## src/rtl/ysyx_22041207_mul.sv

```systemverilog
// ----------------------------------------------------------------------------
// ysyx_22041207_mul_ctrl
//   Sequencer between the EXU and the iterative multiplier ysyx_22041207_mul.
//   Accepts MUL/MULW requests, launches the multiplier only when it is free,
//   short-circuits zero operands and repeated operand pairs, applies the
//   MULW sign extension, holds the result under writeback backpressure, and
//   recovers the multiplier after a pipeline flush.
//
// Parameters
//   ZERO_BYPASS  1: a request with a zero operand completes without the multiplier
//   CACHE_EN     1: one-entry last-operand/result cache enabled
//
// Ports
//   clk, rst            clock, synchronous active-high reset
//   flush               pipeline flush, kills any in-flight request
//   req_*               EXU request channel (valid/ready, w, src1, src2, rd)
//   resp_*              writeback channel (valid/ready, data, rd)
//   mul_valid/flush     start pulse / flush line to the multiplier
//   mul_multiplicand    operand a, held stable until sampled
//   mul_multiplier      operand b, held stable until sampled
//   mul_ready           multiplier idle
//   mul_out_valid       one-cycle completion pulse
//   mul_result_hi/lo    product[63:32] / product[31:0]
// ----------------------------------------------------------------------------
module ysyx_22041207_mul_ctrl #(
   parameter int ZERO_BYPASS = 1,
   parameter int CACHE_EN    = 1
) (
   input  logic        clk,
   input  logic        rst,
   input  logic        flush,
   input  logic        req_valid,
   output logic        req_ready,
   input  logic        req_w,
   input  logic [63:0] req_src1,
   input  logic [63:0] req_src2,
   input  logic [4:0]  req_rd,
   output logic        resp_valid,
   input  logic        resp_ready,
   output logic [63:0] resp_data,
   output logic [4:0]  resp_rd,
   output logic        mul_valid,
   output logic        mul_flush,
   output logic [63:0] mul_multiplicand,
   output logic [63:0] mul_multiplier,
   input  logic        mul_ready,
   input  logic        mul_out_valid,
   input  logic [31:0] mul_result_hi,
   input  logic [31:0] mul_result_lo
);

   typedef enum logic [1:0] {
      IDLE  = 2'd0,
      ISSUE = 2'd1,
      WAIT  = 2'd2,
      DONE  = 2'd3
   } state_t;

   state_t      state, state_nxt;

   // dirty: the multiplier may still be busy with (or stalled on) a killed op
   logic        dirty, dirty_nxt;

   logic [63:0] src1, src2, product;
   logic        w;
   logic [4:0]  rd;

   logic        cache_valid;
   logic [63:0] c_src1, c_src2, c_prod;

   logic        accept;
   logic        zero_hit;
   logic        cache_hit;
   logic        issue_fire;
   logic        mul_done;

   // ------------------------------------------------------------------------
   // Handshake and path decode
   // ------------------------------------------------------------------------
   always_comb begin
      req_ready  = (state == IDLE) && !flush;
      accept     = req_valid && req_ready;
      zero_hit   = (ZERO_BYPASS != 0) && ((req_src1 == '0) || (req_src2 == '0));
      cache_hit  = (CACHE_EN != 0) && cache_valid &&
                   (req_src1 == c_src1) && (req_src2 == c_src2);
      // A dirty multiplier is restarted with flush+valid regardless of
      // mul_ready; a clean one is started only once it reports idle. Never
      // start in a cycle carrying a completion pulse.
      issue_fire = (state == ISSUE) && !flush && !mul_out_valid &&
                   (dirty || mul_ready);
      mul_done   = (state == WAIT) && mul_out_valid && !flush;
   end

   // ------------------------------------------------------------------------
   // Next state / dirty tracking
   // ------------------------------------------------------------------------
   always_comb begin
      state_nxt = state;
      dirty_nxt = dirty;

      case (state)
         IDLE:  if (accept)        state_nxt = (zero_hit || cache_hit) ? DONE : ISSUE;
         ISSUE: if (issue_fire)    state_nxt = WAIT;
         WAIT:  if (mul_out_valid) state_nxt = DONE;
         DONE:  if (resp_ready)    state_nxt = IDLE;
         default:                  state_nxt = IDLE;
      endcase

      if (issue_fire) begin
         dirty_nxt = 1'b0;
      end

      // Any completion pulse leaves the multiplier idle, whether it belonged
      // to the live op or a killed one; otherwise a flush while the
      // multiplier is engaged leaves it in an unknown busy state.
      if (mul_out_valid) begin
         dirty_nxt = 1'b0;
      end else if (flush && ((state == ISSUE) || (state == WAIT))) begin
         dirty_nxt = 1'b1;
      end

      if (flush) begin
         state_nxt = IDLE;
      end
   end

   // ------------------------------------------------------------------------
   // State and datapath registers
   // ------------------------------------------------------------------------
   always_ff @(posedge clk) begin
      if (rst) begin
         state   <= IDLE;
         dirty   <= 1'b0;
         src1    <= '0;
         src2    <= '0;
         product <= '0;
         w       <= 1'b0;
         rd      <= '0;
      end else begin
         state <= state_nxt;
         dirty <= dirty_nxt;

         if (accept) begin
            src1 <= req_src1;
            src2 <= req_src2;
            w    <= req_w;
            rd   <= req_rd;
            if (zero_hit) begin
               product <= '0;
            end else if (cache_hit) begin
               product <= c_prod;
            end
         end

         if (mul_done) begin
            product <= {mul_result_hi, mul_result_lo};
         end
      end
   end

   // ------------------------------------------------------------------------
   // One-entry operand/result cache, written only by real multiplier results
   // ------------------------------------------------------------------------
   generate
      if (CACHE_EN != 0) begin : g_cache
         always_ff @(posedge clk) begin
            if (rst) begin
               cache_valid <= 1'b0;
               c_src1      <= '0;
               c_src2      <= '0;
               c_prod      <= '0;
            end else if (mul_done) begin
               cache_valid <= 1'b1;
               c_src1      <= src1;
               c_src2      <= src2;
               c_prod      <= {mul_result_hi, mul_result_lo};
            end
         end
      end else begin : g_no_cache
         always_comb begin
            cache_valid = 1'b0;
            c_src1      = '0;
            c_src2      = '0;
            c_prod      = '0;
         end
      end
   endgenerate

   // ------------------------------------------------------------------------
   // Outputs
   // ------------------------------------------------------------------------
   always_comb begin
      resp_valid       = (state == DONE);
      resp_data        = w ? {{32{product[31]}}, product[31:0]} : product;
      resp_rd          = rd;
      mul_valid        = issue_fire;
      mul_flush        = flush || (issue_fire && dirty);
      mul_multiplicand = src1;
      mul_multiplier   = src2;
   end

endmodule

```

## config.mk

```make
export PLATFORM = sky130hd
export DESIGN_NAME = ysyx_22041207_mul_ctrl
export DESIGN_NICKNAME = d
export VERILOG_FILES = /design/src/rtl/ysyx_22041207_mul.sv
export SDC_FILE = /design/constraint.sdc
export NUM_CORES = 1
export LEC_CHECK = 0
export ABC_AREA = 1
export BUFFER_PORTS_ARGS = -buffer_cell sky130_fd_sc_hd__buf_2
export CAP_MARGIN = 20
export CORE_ASPECT_RATIO = 1.5
export CORE_MARGIN = 2
export CORE_UTILIZATION = 30
export CTS_CLUSTER_DIAMETER = 150
export DETAILED_ROUTE_END_ITERATION = 7
export GPL_ROUTABILITY_DRIVEN = 1
export GPL_TIMING_DRIVEN = 0
export REMOVE_ABC_BUFFERS = 1
export SLEW_MARGIN = 0
export SYNTH_ARGS = -nofsm -noshare
export SYNTH_HDL_FRONTEND = slang
export SYNTH_SLANG_ARGS = --single-unit
export TNS_END_PERCENT = 20
```

## constraint.sdc

```tcl
create_clock -name clk -period 2.8 [get_ports clk]
set_clock_uncertainty 0.2 [all_clocks]
set_input_delay 0.56 -clock clk [delete_from_list [all_inputs] [get_ports clk]]
set_output_delay 0.56 -clock clk [all_outputs]
set_load 0.1 [all_outputs]
```

==> flow_summary.html <==
<table>
<tr><th>Metric</th><th>Value</th></tr>
<tr><th colspan="2">Worst setup path</th></tr>
<tr><td>R2r endpoint</td><td>product[39]</td></tr>
<tr><td>Startpoint of the worst-slack reg-to-reg timing path</td><td>state[1]</td></tr>
<tr><td>Worst Setup Start Kind</td><td>flop</td></tr>
<tr><td>Endpoint arrival time on the critical path</td><td>2.09 ns</td></tr>
<tr><td>Slowest library cell on the worst path</td><td>sky130_fd_sc_hd__clkinvlp_4</td></tr>
<tr><td>Critical path data required time</td><td>2.04 ns</td></tr>
<tr><td>Kind of end point of the critical path</td><td>primary output</td></tr>
<tr><td>Biggest cell delay along the critical path</td><td>0.51 ns</td></tr>
<tr><td>Critical Setup Path Class</td><td>reg2out</td></tr>
<tr><td>Slack of the worst reg-to-reg path</td><td>0.13 ns</td></tr>
<tr><td>Setup crit end</td><td>resp_data[35]</td></tr>
<tr><td>Crit-path max FO</td><td>33</td></tr>
<tr><td>Critical path origin</td><td>w</td></tr>
<tr><td>Dominant cell type by count on the critical path</td><td>sky130_fd_sc_hd__nand2_1</td></tr>
<tr><td>Depth of the worst register-to-register path</td><td>11</td></tr>
<tr><td>Crit-path cells</td><td>clkinvlp_4 -&gt; nand2_1 -&gt; nand2_1 -&gt; buf_4</td></tr>
<tr><th colspan="2">Die</th></tr>
<tr><td>Num ports</td><td>406</td></tr>
<tr><td>Die height</td><td>311.2 um</td></tr>
<tr><td>Die width</td><td>208.8 um</td></tr>
<tr><td>Starting density of the core</td><td>30.32%</td></tr>
<tr><td>Overall die area</td><td>64960 um2</td></tr>
<tr><td>Number of standard-cell rows in the floorplan</td><td>112</td></tr>
<tr><td>Core outline area</td><td>62220 um2</td></tr>
<tr><th colspan="2">Yosys</th></tr>
<tr><td>Count of flip-flops with a built-in enable after synthesis</td><td>0</td></tr>
<tr><td>Most instantiated cells after synthesis</td><td>sky130_fd_sc_hd__nand2_1 (787), sky130_fd_sc_hd__inv_1 (417), sky130_fd_sc_hd__dfxtp_1 (394)</td></tr>
<tr><td>Most frequent cell after synthesis</td><td>sky130_fd_sc_hd__nand2_1</td></tr>
<tr><td>Area fraction of the dominant cell type after synthesis</td><td>41.80%</td></tr>
<tr><td>Cell area after synthesis</td><td>18870 um2</td></tr>
<tr><td>Portion of the post-synthesis area used by sequential elements</td><td>41.80%</td></tr>
<tr><td>Cell type with the largest total area after synthesis</td><td>sky130_fd_sc_hd__dfxtp_1</td></tr>
<tr><td>Synth Register Bits</td><td>394</td></tr>
<tr><td>Synthesis warning total</td><td>0</td></tr>
<tr><td>Syn avg cell area</td><td>6.451 um2</td></tr>
<tr><td>Ranking of synthesized cells by area</td><td>sky130_fd_sc_hd__dfxtp_1 (42%), sky130_fd_sc_hd__nand2_1 (16%), sky130_fd_sc_hd__inv_1 (8.3%)</td></tr>
<tr><td>Synth async-reset ratio</td><td>0%</td></tr>
<tr><td>Gate Count Post-Synth</td><td>2925</td></tr>
<tr><td>Top FF cell, synth</td><td>sky130_fd_sc_hd__dfxtp_1</td></tr>
<tr><td>Netlist cell types</td><td>35</td></tr>
<tr><th colspan="2">Global routing</th></tr>
<tr><td>Number of global-route vias before repair</td><td>17640</td></tr>
<tr><td>Wire length of the first global-routing pass</td><td>108500 um</td></tr>
<tr><td>GRT overflow</td><td>0</td></tr>
<tr><td>Largest net degree at the start of global routing</td><td>132</td></tr>
<tr><td>Combined global-route utilization of all metal layers</td><td>22.03%</td></tr>
<tr><td>Initial antenna violation count</td><td>9</td></tr>
<tr><th colspan="2">Detailed routing</th></tr>
<tr><td>Router iterations before antenna repair</td><td>6</td></tr>
<tr><td>Via density per instance</td><td>4.720</td></tr>
<tr><td>Number of vias in the routed layout</td><td>19280</td></tr>
<tr><td>Routed Wire Length</td><td>77380 um</td></tr>
<tr><td>Average wire per cell in the routed design</td><td>18.95 um</td></tr>
<tr><td>Number of nets with antenna violations after routing</td><td>0</td></tr>
<tr><td>Drt first-iter violations</td><td>1362</td></tr>
<tr><td>Post-route DRC</td><td>0</td></tr>
<tr><th colspan="2">Power</th></tr>
<tr><td>Total power</td><td>14.78 mW</td></tr>
<tr><td>Internal</td><td>9.711 mW</td></tr>
<tr><td>Switching portion of total power</td><td>34.31%</td></tr>
<tr><td>Net switching power of the design</td><td>5.072 mW</td></tr>
<tr><td>VDD IR-drop max</td><td>0.5004 mV</td></tr>
<tr><td>Clk pwr share</td><td>39.0%</td></tr>
<tr><td>Register share of total power</td><td>40.5%</td></tr>
<tr><td>Combinational group share of total power</td><td>20.5%</td></tr>
<tr><td>Power per Cell Area</td><td>626.6 nW/um2</td></tr>
<tr><td>Leakage power</td><td>10.62 nW</td></tr>
<tr><th colspan="2">Clock tree</th></tr>
<tr><td>Clock-pin transition on the worst setup and hold timing paths</td><td>0.06 ns</td></tr>
<tr><td>H-tree depth</td><td>2</td></tr>
<tr><td>Master cell of the clock root buffer</td><td>sky130_fd_sc_hd__clkbuf_16</td></tr>
<tr><td>Clk Latency, worst-skew pair</td><td>0.58 ns</td></tr>
<tr><td>CTS tree</td><td>yes</td></tr>
<tr><td>Sink count of the clock tree</td><td>394</td></tr>
<tr><td>Clock Tree Buf Depth</td><td>3</td></tr>
<tr><td>Number of buffers created by CTS</td><td>43</td></tr>
<tr><th colspan="2">STA</th></tr>
<tr><td>Hold WS</td><td>0.05046 ns</td></tr>
<tr><td>Setup repair after global routing missed its margin</td><td>true</td></tr>
<tr><td>Final hold violation count</td><td>0</td></tr>
<tr><td>Worst Slack Setup Final</td><td>-0.04970 ns</td></tr>
<tr><td>Period utilization</td><td>101.8%</td></tr>
<tr><td>Fin. max-slew vios</td><td>0</td></tr>
<tr><td>Clock period minus worst slack</td><td>2.850 ns</td></tr>
<tr><td>Total setup violations reported at the end of the flow</td><td>2</td></tr>
<tr><td>Highest clock frequency the design can meet</td><td>0.3509 GHz</td></tr>
<tr><td>Worst slew margin relative to its limit</td><td>58.78%</td></tr>
<tr><td>Actual transition at the worst max-transition pin</td><td>0.6138 ns</td></tr>
<tr><th colspan="2">Run status</th></tr>
<tr><td>Result of the run</td><td>finished with violations</td></tr>
<tr><td>Violations in the final reports</td><td>negative setup slack</td></tr>
<tr><th colspan="2">Placement</th></tr>
<tr><td>Dpl cells</td><td>3968</td></tr>
<tr><td>Detailed Place HPWL</td><td>52800 um</td></tr>
<tr><td>Final estimated routing congestion in global placement</td><td>0.8630</td></tr>
<tr><td>Count of input and output buffers</td><td>405</td></tr>
<tr><th colspan="2">Final layout</th></tr>
<tr><td>Number of nets at the end of the flow</td><td>3460</td></tr>
<tr><td>Post-synthesis to final-layout area growth</td><td>25.03%</td></tr>
<tr><td>Share of layout cells above drive strength 1</td><td>17.12%</td></tr>
<tr><td>Non-filler instance count after layout</td><td>4084</td></tr>
<tr><th colspan="2">Worst hold path</th></tr>
<tr><td>Type of the worst min-delay path</td><td>in2reg</td></tr>
<tr><td>Hold Startpoint</td><td>req_src2[13]</td></tr>
<tr><th colspan="2">Job</th></tr>
<tr><td>Total of max-cap violations</td><td>0</td></tr>
</table>
## layout by cell type (no fill, tap or decap), types with 4 or more instances in the layout
cell type and n:
sky130_fd_sc_hd__nand4_1 43, sky130_fd_sc_hd__o21ai_0 293, sky130_fd_sc_hd__nand2_2 8, sky130_fd_sc_hd__buf_16 10, sky130_fd_sc_hd__clkbuf_1 15, sky130_fd_sc_hd__buf_12 7
sky130_fd_sc_hd__nor4_1 13, sky130_fd_sc_hd__clkbuf_8 8, sky130_fd_sc_hd__buf_8 4, sky130_fd_sc_hd__nor2_1 345, sky130_fd_sc_hd__ha_1 5, sky130_fd_sc_hd__inv_2 19
sky130_fd_sc_hd__clkbuf_16 50, sky130_fd_sc_hd__nor3_1 5, sky130_fd_sc_hd__clkinv_2 4, sky130_fd_sc_hd__nand3_4 5, sky130_fd_sc_hd__nand2_1 779, sky130_fd_sc_hd__nand2_8 10
sky130_fd_sc_hd__inv_1 414, sky130_fd_sc_hd__buf_2 370, sky130_fd_sc_hd__nand3_1 84, sky130_fd_sc_hd__o21ai_1 30, sky130_fd_sc_hd__buf_6 7, sky130_fd_sc_hd__xnor2_1 22
sky130_fd_sc_hd__diode_2 4, sky130_fd_sc_hd__dlygate4sd3_1 6, sky130_fd_sc_hd__a21oi_1 261, sky130_fd_sc_hd__dfxtp_1 393, sky130_fd_sc_hd__buf_4 34
## logic make-up (layout without fill, tap and decap cells)
| logic type | count (synthesis) | in the layout | synth area share, % |
|---|---|---|---|
| other cells | 0 | 4 | 0 |
| xor+xnor | 25 | 25 | 1.160 |
| flops | 394 | 394 | 41.80 |
| simple gates | 1299 | 1312 | 27.53 |
| compound gates | 588 | 588 | 15.66 |
| fa+ha+maj | 5 | 5 | 0.3316 |
| buf+inv | 614 | 958 | 13.52 |
## sequential cells by signal (all words and copies together), names as in the netlist, 2 cells and up
name	flops
resp_rd	5
c_prod	64
product	64
mul_multiplier	64
c_src2	64
state	2
c_src1	64
mul_multiplicand	64
## how the worst min path moves through the flow
| stage | cells after the start | slack (ns) | end |
|---|---|---|---|
| 6_report | 3 | 0.05 | mul_multiplier[13] |
| 3_5_place_dp | 2 | 0.25 | resp_rd[4] |
| 4_1_cts | 3 | 0.01 | mul_multiplier[13] |
| 3_3_place_gp | 2 | 0.25 | resp_rd[4] |
| 5_1_grt | 3 | 0.04 | mul_multiplier[9] |
| 2_1_floorplan | 2 | 0.25 | c_src1[10] |
## layout make-up
cell class                      instances  area, um2
Antenna cell                            4      10.01
Clock inverter                          9      82.58
Timing Repair Buffer                  444       2854
Sequential cell                       394       7889
Multi-Input combinational cell       1930       8773
Fill cell                            6762      38630
Clock buffer                           68       1292
Inverter                              437       1692
Tap cell                              798      998.5
## metrics by stage
stage | TNS [ns] | worst slack (ns) | util, % | cell area (um2)
final | -0.05319 | -0.04970 | 37.92 | 23590
after global routing | -2.439 | -0.1209 | 37.90 | 23580
after CTS | -0.05987 | -0.02530 | 37.37 | 23250
after detailed placement | -91.55 | -1.115 | 34.42 | 21420
after global placement | -4688.16 | -19.31 | 33.72 | 20980
after floorplan | -2057.12 | -8.883 | - | 17960
## worst max-delay path: cells and delay by family (launching register included)
| kind | cells | cell delay (ns) |
|---|---|---|
| buf+inv | 2 | 0.77 |
| flops | 1 | 0.36 |
| simple gates | 2 | 0.37 |
## timing repair
| item | 4_1_cts | 5_1_grt |
|---|---|---|
| pin swaps | 8 | 11 |
| buffers inserted | 7 | 6 |
| hold endpoints to repair | 6 | 0 |
| endpoints found under the setup margin | 236 | 208 |
| cloned | 8 | 10 |
| gates resized for setup | 58 | 29 |
| hold buffers | 6 | 0 |
## power groups by stage
stage	Clock, mW	Combinational [mW]	Sequential, mW
detailed placement	0	2.92	6.11
global route	6.11	3.21	6.01
finish	5.77	3.03	5.99
global placement	0	2.96	6.11
floorplan	0	0.917	7.28
CTS	5.93	2.97	5.99
## per-layer routing
metal,track usage (%),wire (um)
met1,25.07,30430
met2,40.18,39040
met3,4.703,4940
met4,7.873,2902
met5,0,71
(Power assumes the default switching activity.)
